### config.mk
export PLATFORM = sky130hd
export DESIGN_NAME = tdc_tx_arbiter_flat
export DESIGN_NICKNAME = d
export VERILOG_FILES = /design/src/rtl/tdc_tx_arbiter_if.sv /design/src/rtl/tdc_tx_arbiter.sv /design/src/flat_wrapper.sv
export SDC_FILE = /design/constraint.sdc
export NUM_CORES = 1
export LEC_CHECK = 0
export CORE_MARGIN = 5
export CORE_UTILIZATION = 47
export DETAILED_ROUTE_END_ITERATION = 8
export GPL_ROUTABILITY_DRIVEN = 0
export PLACE_DENSITY = 0.83
export SLEW_MARGIN = 10
export SYNTH_ARGS = -nofsm -noshare
export SYNTH_HDL_FRONTEND = slang
export SYNTH_SLANG_ARGS = --single-unit
### constraint.sdc
create_clock -name clk -period 4.07 [get_ports clk]
set_input_delay 1.0175 -clock clk [delete_from_list [all_inputs] [get_ports clk]]
set_output_delay 1.0175 -clock clk [all_outputs]
set_load 0.1 [all_outputs]
### src/rtl/tdc_tx_arbiter_if.sv
// Bundle between the TDC channel capture FSMs, the shared RS232_TX and the arbiter.
// The arbiter uses the master view; channels and the transmitter sit on the slave view.
interface tdc_tx_arbiter_if #(
    parameter int N_REQ = 4,
    parameter int IDX_W = 2
);
    logic [N_REQ-1:0]   req;
    logic [8*N_REQ-1:0] req_data;
    logic [N_REQ-1:0]   ack;
    logic [7:0]         tx_d;
    logic               tx_stt;
    logic               tx_eot;
    logic               busy;
    logic [IDX_W-1:0]   grant_id;

    modport master (
        input  req,
        input  req_data,
        input  tx_eot,
        output ack,
        output tx_d,
        output tx_stt,
        output busy,
        output grant_id
    );

    modport slave (
        output req,
        output req_data,
        output tx_eot,
        input  ack,
        input  tx_d,
        input  tx_stt,
        input  busy,
        input  grant_id
    );
endinterface

### src/rtl/tdc_tx_arbiter.sv
// Round-robin arbiter sharing one RS232_TX among N_REQ TDC channels.
// Each grant sends an optional channel header byte followed by the captured count byte.
module tdc_tx_arbiter #(
    parameter int         N_REQ     = 4,
    parameter int         IDX_W     = 2,
    parameter logic [7:0] HDR_BASE  = 8'hA0,
    parameter bit         HDR_EN    = 1'b1,
    parameter int         GUARD_CYC = 2
) (
    input  logic             clk,
    input  logic             reset,
    tdc_tx_arbiter_if.master bus
);

    localparam int              GC_W       = (GUARD_CYC > 1) ? $clog2(GUARD_CYC) : 1;
    localparam logic [GC_W-1:0] GUARD_LOAD = GC_W'(GUARD_CYC - 1);

    generate
        if (N_REQ < 2 || N_REQ > 8) begin : g_bad_n_req
            $error("tdc_tx_arbiter: N_REQ must be in 2..8");
        end
        if (IDX_W != $clog2(N_REQ)) begin : g_bad_idx_w
            $error("tdc_tx_arbiter: IDX_W must equal ceil(log2(N_REQ))");
        end
        if ((HDR_BASE & 8'((1 << IDX_W) - 1)) != 8'h00) begin : g_bad_hdr_base
            $error("tdc_tx_arbiter: low IDX_W bits of HDR_BASE must be zero");
        end
        if (GUARD_CYC < 1) begin : g_bad_guard
            $error("tdc_tx_arbiter: GUARD_CYC must be at least 1");
        end
    endgenerate

    typedef enum logic [2:0] {
        IDLE,
        HDR_STT,
        HDR_GUARD,
        HDR_WAIT,
        DAT_STT,
        DAT_GUARD,
        DAT_WAIT
    } state_t;

    state_t           state_q;
    logic [IDX_W-1:0] ptr_q;
    logic [IDX_W-1:0] grant_q;
    logic [7:0]       data_q;
    logic [N_REQ-1:0] ack_q;
    logic [7:0]       tx_d_q;
    logic             tx_stt_q;
    logic             busy_q;
    logic [GC_W-1:0]  guard_q;

    logic [IDX_W-1:0] win_idx;
    logic             win_found;
    logic [7:0]       win_data;
    logic             capture;

    // Channel index base+offs, wrapping modulo N_REQ (N_REQ need not be a power of two).
    function automatic logic [IDX_W-1:0] rr_idx(input logic [IDX_W-1:0] base, input int offs);
        int s;
        s = int'(base) + offs;
        if (s >= N_REQ) begin
            s = s - N_REQ;
        end
        return IDX_W'(s);
    endfunction

    function automatic logic [N_REQ-1:0] onehot(input logic [IDX_W-1:0] idx);
        logic [N_REQ-1:0] oh;
        oh      = '0;
        oh[idx] = 1'b1;
        return oh;
    endfunction

    function automatic logic [7:0] hdr_byte(input logic [IDX_W-1:0] idx);
        return HDR_BASE | {{(8 - IDX_W){1'b0}}, idx};
    endfunction

    // First requester at or after the pointer, circularly.
    always_comb begin
        win_idx   = ptr_q;
        win_found = 1'b0;
        for (int k = 0; k < N_REQ; k++) begin
            if (!win_found && bus.req[rr_idx(ptr_q, k)]) begin
                win_idx   = rr_idx(ptr_q, k);
                win_found = 1'b1;
            end
        end
    end

    always_comb begin
        win_data = 8'h00;
        for (int k = 0; k < N_REQ; k++) begin
            if (win_idx == IDX_W'(k)) begin
                win_data = bus.req_data[8*k +: 8];
            end
        end
    end

    // Requests are only looked at while the transmitter reports idle.
    assign capture = (state_q == IDLE) && win_found && bus.tx_eot;

    always_ff @(posedge clk) begin
        if (capture) begin
            data_q <= win_data;
        end
    end

    always_ff @(posedge clk) begin
        if (reset) begin
            state_q  <= IDLE;
            ptr_q    <= '0;
            grant_q  <= '0;
            ack_q    <= '0;
            tx_d_q   <= 8'h00;
            tx_stt_q <= 1'b0;
            busy_q   <= 1'b0;
            guard_q  <= '0;
        end else begin
            ack_q    <= '0;
            tx_stt_q <= 1'b0;
            case (state_q)
                IDLE: begin
                    if (capture) begin
                        grant_q  <= win_idx;
                        busy_q   <= 1'b1;
                        ack_q    <= onehot(win_idx);
                        tx_stt_q <= 1'b1;
                        if (HDR_EN) begin
                            tx_d_q  <= hdr_byte(win_idx);
                            state_q <= HDR_STT;
                        end else begin
                            tx_d_q  <= win_data;
                            state_q <= DAT_STT;
                        end
                    end
                end
                HDR_STT: begin
                    guard_q <= GUARD_LOAD;
                    state_q <= HDR_GUARD;
                end
                // EOT may still show the previous idle level right after STT.
                HDR_GUARD: begin
                    if (guard_q == '0) begin
                        state_q <= HDR_WAIT;
                    end else begin
                        guard_q <= guard_q - GC_W'(1);
                    end
                end
                HDR_WAIT: begin
                    if (bus.tx_eot) begin
                        tx_d_q   <= data_q;
                        tx_stt_q <= 1'b1;
                        state_q  <= DAT_STT;
                    end
                end
                DAT_STT: begin
                    guard_q <= GUARD_LOAD;
                    state_q <= DAT_GUARD;
                end
                DAT_GUARD: begin
                    if (guard_q == '0) begin
                        state_q <= DAT_WAIT;
                    end else begin
                        guard_q <= guard_q - GC_W'(1);
                    end
                end
                DAT_WAIT: begin
                    if (bus.tx_eot) begin
                        busy_q  <= 1'b0;
                        ptr_q   <= rr_idx(grant_q, 1);
                        state_q <= IDLE;
                    end
                end
                default: begin
                    state_q <= IDLE;
                end
            endcase
        end
    end

    assign bus.ack      = ack_q;
    assign bus.tx_d     = tx_d_q;
    assign bus.tx_stt   = tx_stt_q;
    assign bus.busy     = busy_q;
    assign bus.grant_id = grant_q;

endmodule

### src/flat_wrapper.sv
// flat-port wrapper written by rule: the top's interface ports become plain ports
module tdc_tx_arbiter_flat 
#(
    parameter int         N_REQ     = 4,
    parameter int         IDX_W     = 2,
    parameter logic [7:0] HDR_BASE  = 8'hA0,
    parameter bit         HDR_EN    = 1'b1,
    parameter int         GUARD_CYC = 2
)
  (clk, reset, bus_req, bus_req_data, bus_tx_eot, bus_ack, bus_tx_d, bus_tx_stt, bus_busy, bus_grant_id);
  tdc_tx_arbiter_if #(.N_REQ(N_REQ), .IDX_W(IDX_W)) bus_i ();
  input  logic clk;
  input  logic reset;
  input wire logic [$bits(bus_i.req)-1:0] bus_req;
  input wire logic [$bits(bus_i.req_data)-1:0] bus_req_data;
  input wire logic [$bits(bus_i.tx_eot)-1:0] bus_tx_eot;
  output wire logic [$bits(bus_i.ack)-1:0] bus_ack;
  output wire logic [$bits(bus_i.tx_d)-1:0] bus_tx_d;
  output wire logic [$bits(bus_i.tx_stt)-1:0] bus_tx_stt;
  output wire logic [$bits(bus_i.busy)-1:0] bus_busy;
  output wire logic [$bits(bus_i.grant_id)-1:0] bus_grant_id;
  assign bus_i.req = bus_req;
  assign bus_i.req_data = bus_req_data;
  assign bus_i.tx_eot = bus_tx_eot;
  assign bus_ack = bus_i.ack;
  assign bus_tx_d = bus_i.tx_d;
  assign bus_tx_stt = bus_i.tx_stt;
  assign bus_busy = bus_i.busy;
  assign bus_grant_id = bus_i.grant_id;
  tdc_tx_arbiter #(.N_REQ(N_REQ), .IDX_W(IDX_W), .HDR_BASE(HDR_BASE), .HDR_EN(HDR_EN), .GUARD_CYC(GUARD_CYC)) u_core (.clk(clk), .reset(reset), .bus(bus_i));
endmodule
==> results.md <==
- Status: completed
- Clock Skew: 0.00810 ns
- Levels on crit path: 1
- Final setup margin: 1.17 ns
- Vias in the first global route: 1336
- CTS root buffer: clkbuf_4
- Worst path arrival time: 1.89 ns
- Global Route Usage Sum: 0.191
- Post-synth ARST share: 0
- Leakage: 0.724 nW
- Slowest Stage Delay on Critical Path: 1.16 ns
- CP required: 3.05 ns
- Main synth FF type: dfxtp_1
- GRT overflow: 0
- Cells after Synth: 136
- Nets: 227
- Final Max Slew Viols: 0
- Core footprint: 3000 sq um
- Max-cap violations: 0
- Layout cells sized above 1: 0.0794
- Worst relative slew slack: 0.345
- WP buf/inv: 1
- FMAX: 0.344 GHz
- Yosys reg bits: 30
- Cell area after technology mapping: 1440 sq um
- FF-to-FF path depth: 4
- Fin Setup TNS: 0 ns
- Setup WS pre-CTS: 0.846 ns
- Initial antenna violation count: 0
- Cts bufs inserted: 5
- Clock tree from TritonCTS: built
- VDD IR-drop max: 0.184 mV
- Worst Hold Depth: 2
- Worst Path Class, Setup: flop to primary output
- Seq/Total Area, Yosys: 0.473
- Yosys Warn Count: 0
- DRC violation total after the first TritonRoute iteration: 68
- Final setup fails: 0
- Area growth, synth to finish: 41.7%
- Fin crit period: 2.90 ns
- Post-synth cell types: 41
- DRT Pass-1 Iters: 4
- Port bufs: 54
- # fillers: 221
- Drt wl/cell: 16.3 um
- Worst Hold Class: flop to flop
- Synthesized area per cell: 10.6 sq um
- Fin. Hold Viols: 0
- DIE AREA: 4270 sq um
- Vias per inst: 5.73
- Clock transition at path regs: 0.09 ns
- Routed Wire Length: 3610 um
- Setup bufs post-CTS: 0
- Commonest cells after routing, fill and taps aside: clkdlybuf4s50_1, dfxtp_1, nor2_1, edfxtp_1
- Cell Chain, Critical Path: clkdlybuf4s50_1
- DRC Markers: 0
- Die Ht: 65.4 um
- Pwr Density: 378 nW/um^2
- Ports: 55
- Post_cts resized: 0
- Post-synth EDFFs: 8
- Slew @ Worst Pin: 0.980 ns
- Most common cell after layout, fill and taps aside: clkdlybuf4s50_1
- Routed vias: 1272
- Syn nets: 175
- CP startpoint kind: flop
- Top cell family by delay on the critical path: buffers and inverters
- CP max FO: 4
- Slowest-stage cell, CP: clkdlybuf4s50_1
- Clk buf depth: 2
- Detail Route Antenna Nets: 0
- Die width: 65.4 um
- DP Wirelength: 2770 um
- Worst setup EP type: primary output
- Largest net degree at the start of global routing: 21
- Power Total: 0.771 mW
- Initial core utilization: 0.480
- Period utilization: 0.714
- Skew-Pair Late Insertion Delay: 0.33 ns
- # diodes: 0
- Clock Sinks: 30
- Row cnt: 20
- Final core occ: 0.680
- H-tree Lvls: 2
- RSZ-0062 raised after global routing: false
- First-pass GRT wire length: 6150 um
- Cts hold-fix bufs: 0
final cells by class:
class | instances | area (sq um) | area share
well taps | 33 | 41.3 | 0.0202
multi-input cells | 93 | 693 | 0.340
clock buffers | 8 | 70.1 | 0.0343
inverters | 4 | 15.0 | 0.00736
repair buffers | 54 | 541 | 0.265
flip-flops and latches | 30 | 681 | 0.334
per-layer routing:
metal / wire [um] / vias up / track usage
met5: 0 / - / 0
met4: 40 / 0 / 0.0855
met3: 299 / 5 / 0.0598
met2: 1820 / 56 / 0.321
met1: 1450 / 596 / 0.222
li1: - / 615 / -
final timing paths:
check,start,endpoint,slack (ns)
worst min register to register,u_core.bus.busy$_SDFFE_PP0P_,u_core.bus.busy$_SDFFE_PP0P_,0.50
worst min-delay path,u_core.bus.busy$_SDFFE_PP0P_,u_core.bus.busy$_SDFFE_PP0P_,0.50
worst max register to register,u_core.ptr_q[1]$_SDFFE_PP0P_,u_core.data_q[7]$_DFFE_PP_,2.10
worst max-delay path,u_core.bus.grant_id[0]$_SDFFE_PP0N_,bus_grant_id[0],1.17
cells by family (layout without fill, tap and decap cells):
| kind of cell | count (synthesis) | count (layout) | synth area share |
|---|---|---|---|
| DFF | 30 | 30 | 0.473 |
| buffers and inverters | 13 | 66 | 0.0460 |
| muxes | 9 | 9 | 0.137 |
| AOI/OAI and AO/OA | 31 | 31 | 0.152 |
| and+or+nand+nor | 52 | 52 | 0.186 |
| xor gates and xnor gates | 1 | 1 | 0.00608 |
state kept, by name, indices dropped and copies added, names as in the netlist:
| signal | flops |
|---|---|
| u_core.guard_q | 1 |
| u_core.bus.grant_id | 2 |
| u_core.bus.tx_stt | 1 |
| u_core.bus.busy | 1 |
| u_core.state_q | 3 |
| u_core.bus.tx_d | 8 |
| u_core.bus.ack | 4 |
| u_core.data_q | 8 |
| u_core.ptr_q | 2 |
cells in the mapped netlist (2+ instances only):
library cell | number | area share
dfxtp_1 | 22 | 0.31
nor2_1 | 20 | 0.052
edfxtp_1 | 8 | 0.17
nand2_1 | 7 | 0.018
nor3_1 | 7 | 0.024
mux4_2 | 6 | 0.094
a21oi_1 | 5 | 0.017
clkbuf_1 | 5 | 0.013
o21ai_0 | 5 | 0.017
a22oi_1 | 4 | 0.021
inv_1 | 4 | 0.010
a211oi_1 | 3 | 0.016
and3b_1 | 3 | 0.018
nand4_1 | 3 | 0.013
a21o_1 | 2 | 0.010
buf_2 | 2 | 0.0070
buf_6 | 2 | 0.016
mux4_1 | 2 | 0.036
nand3b_1 | 2 | 0.010
nor2b_1 | 2 | 0.0087
o21ai_1 | 2 | 0.0070
stage by stage:
stage	instance area [sq um]	hold slack, ns	std cells
2_1_floorplan	1440	0.472	136
3_3_place_gp	1970	0.473	214
3_5_place_dp	1970	0.492	214
4_1_cts	2040	0.506	222
5_1_grt	2040	0.534	222
6_report	2040	0.504	222
power by group:
part | internal, mW | leakage, nW | switching (mW)
clock | 0.106 | 0.0377 | 0.101
sequential | 0.334 | 0.256 | 0.0193
combinational | 0.0839 | 0.431 | 0.128
total | 0.523 | 0.724 | 0.248
No activity file was read; power rests on OpenSTA's default activity.
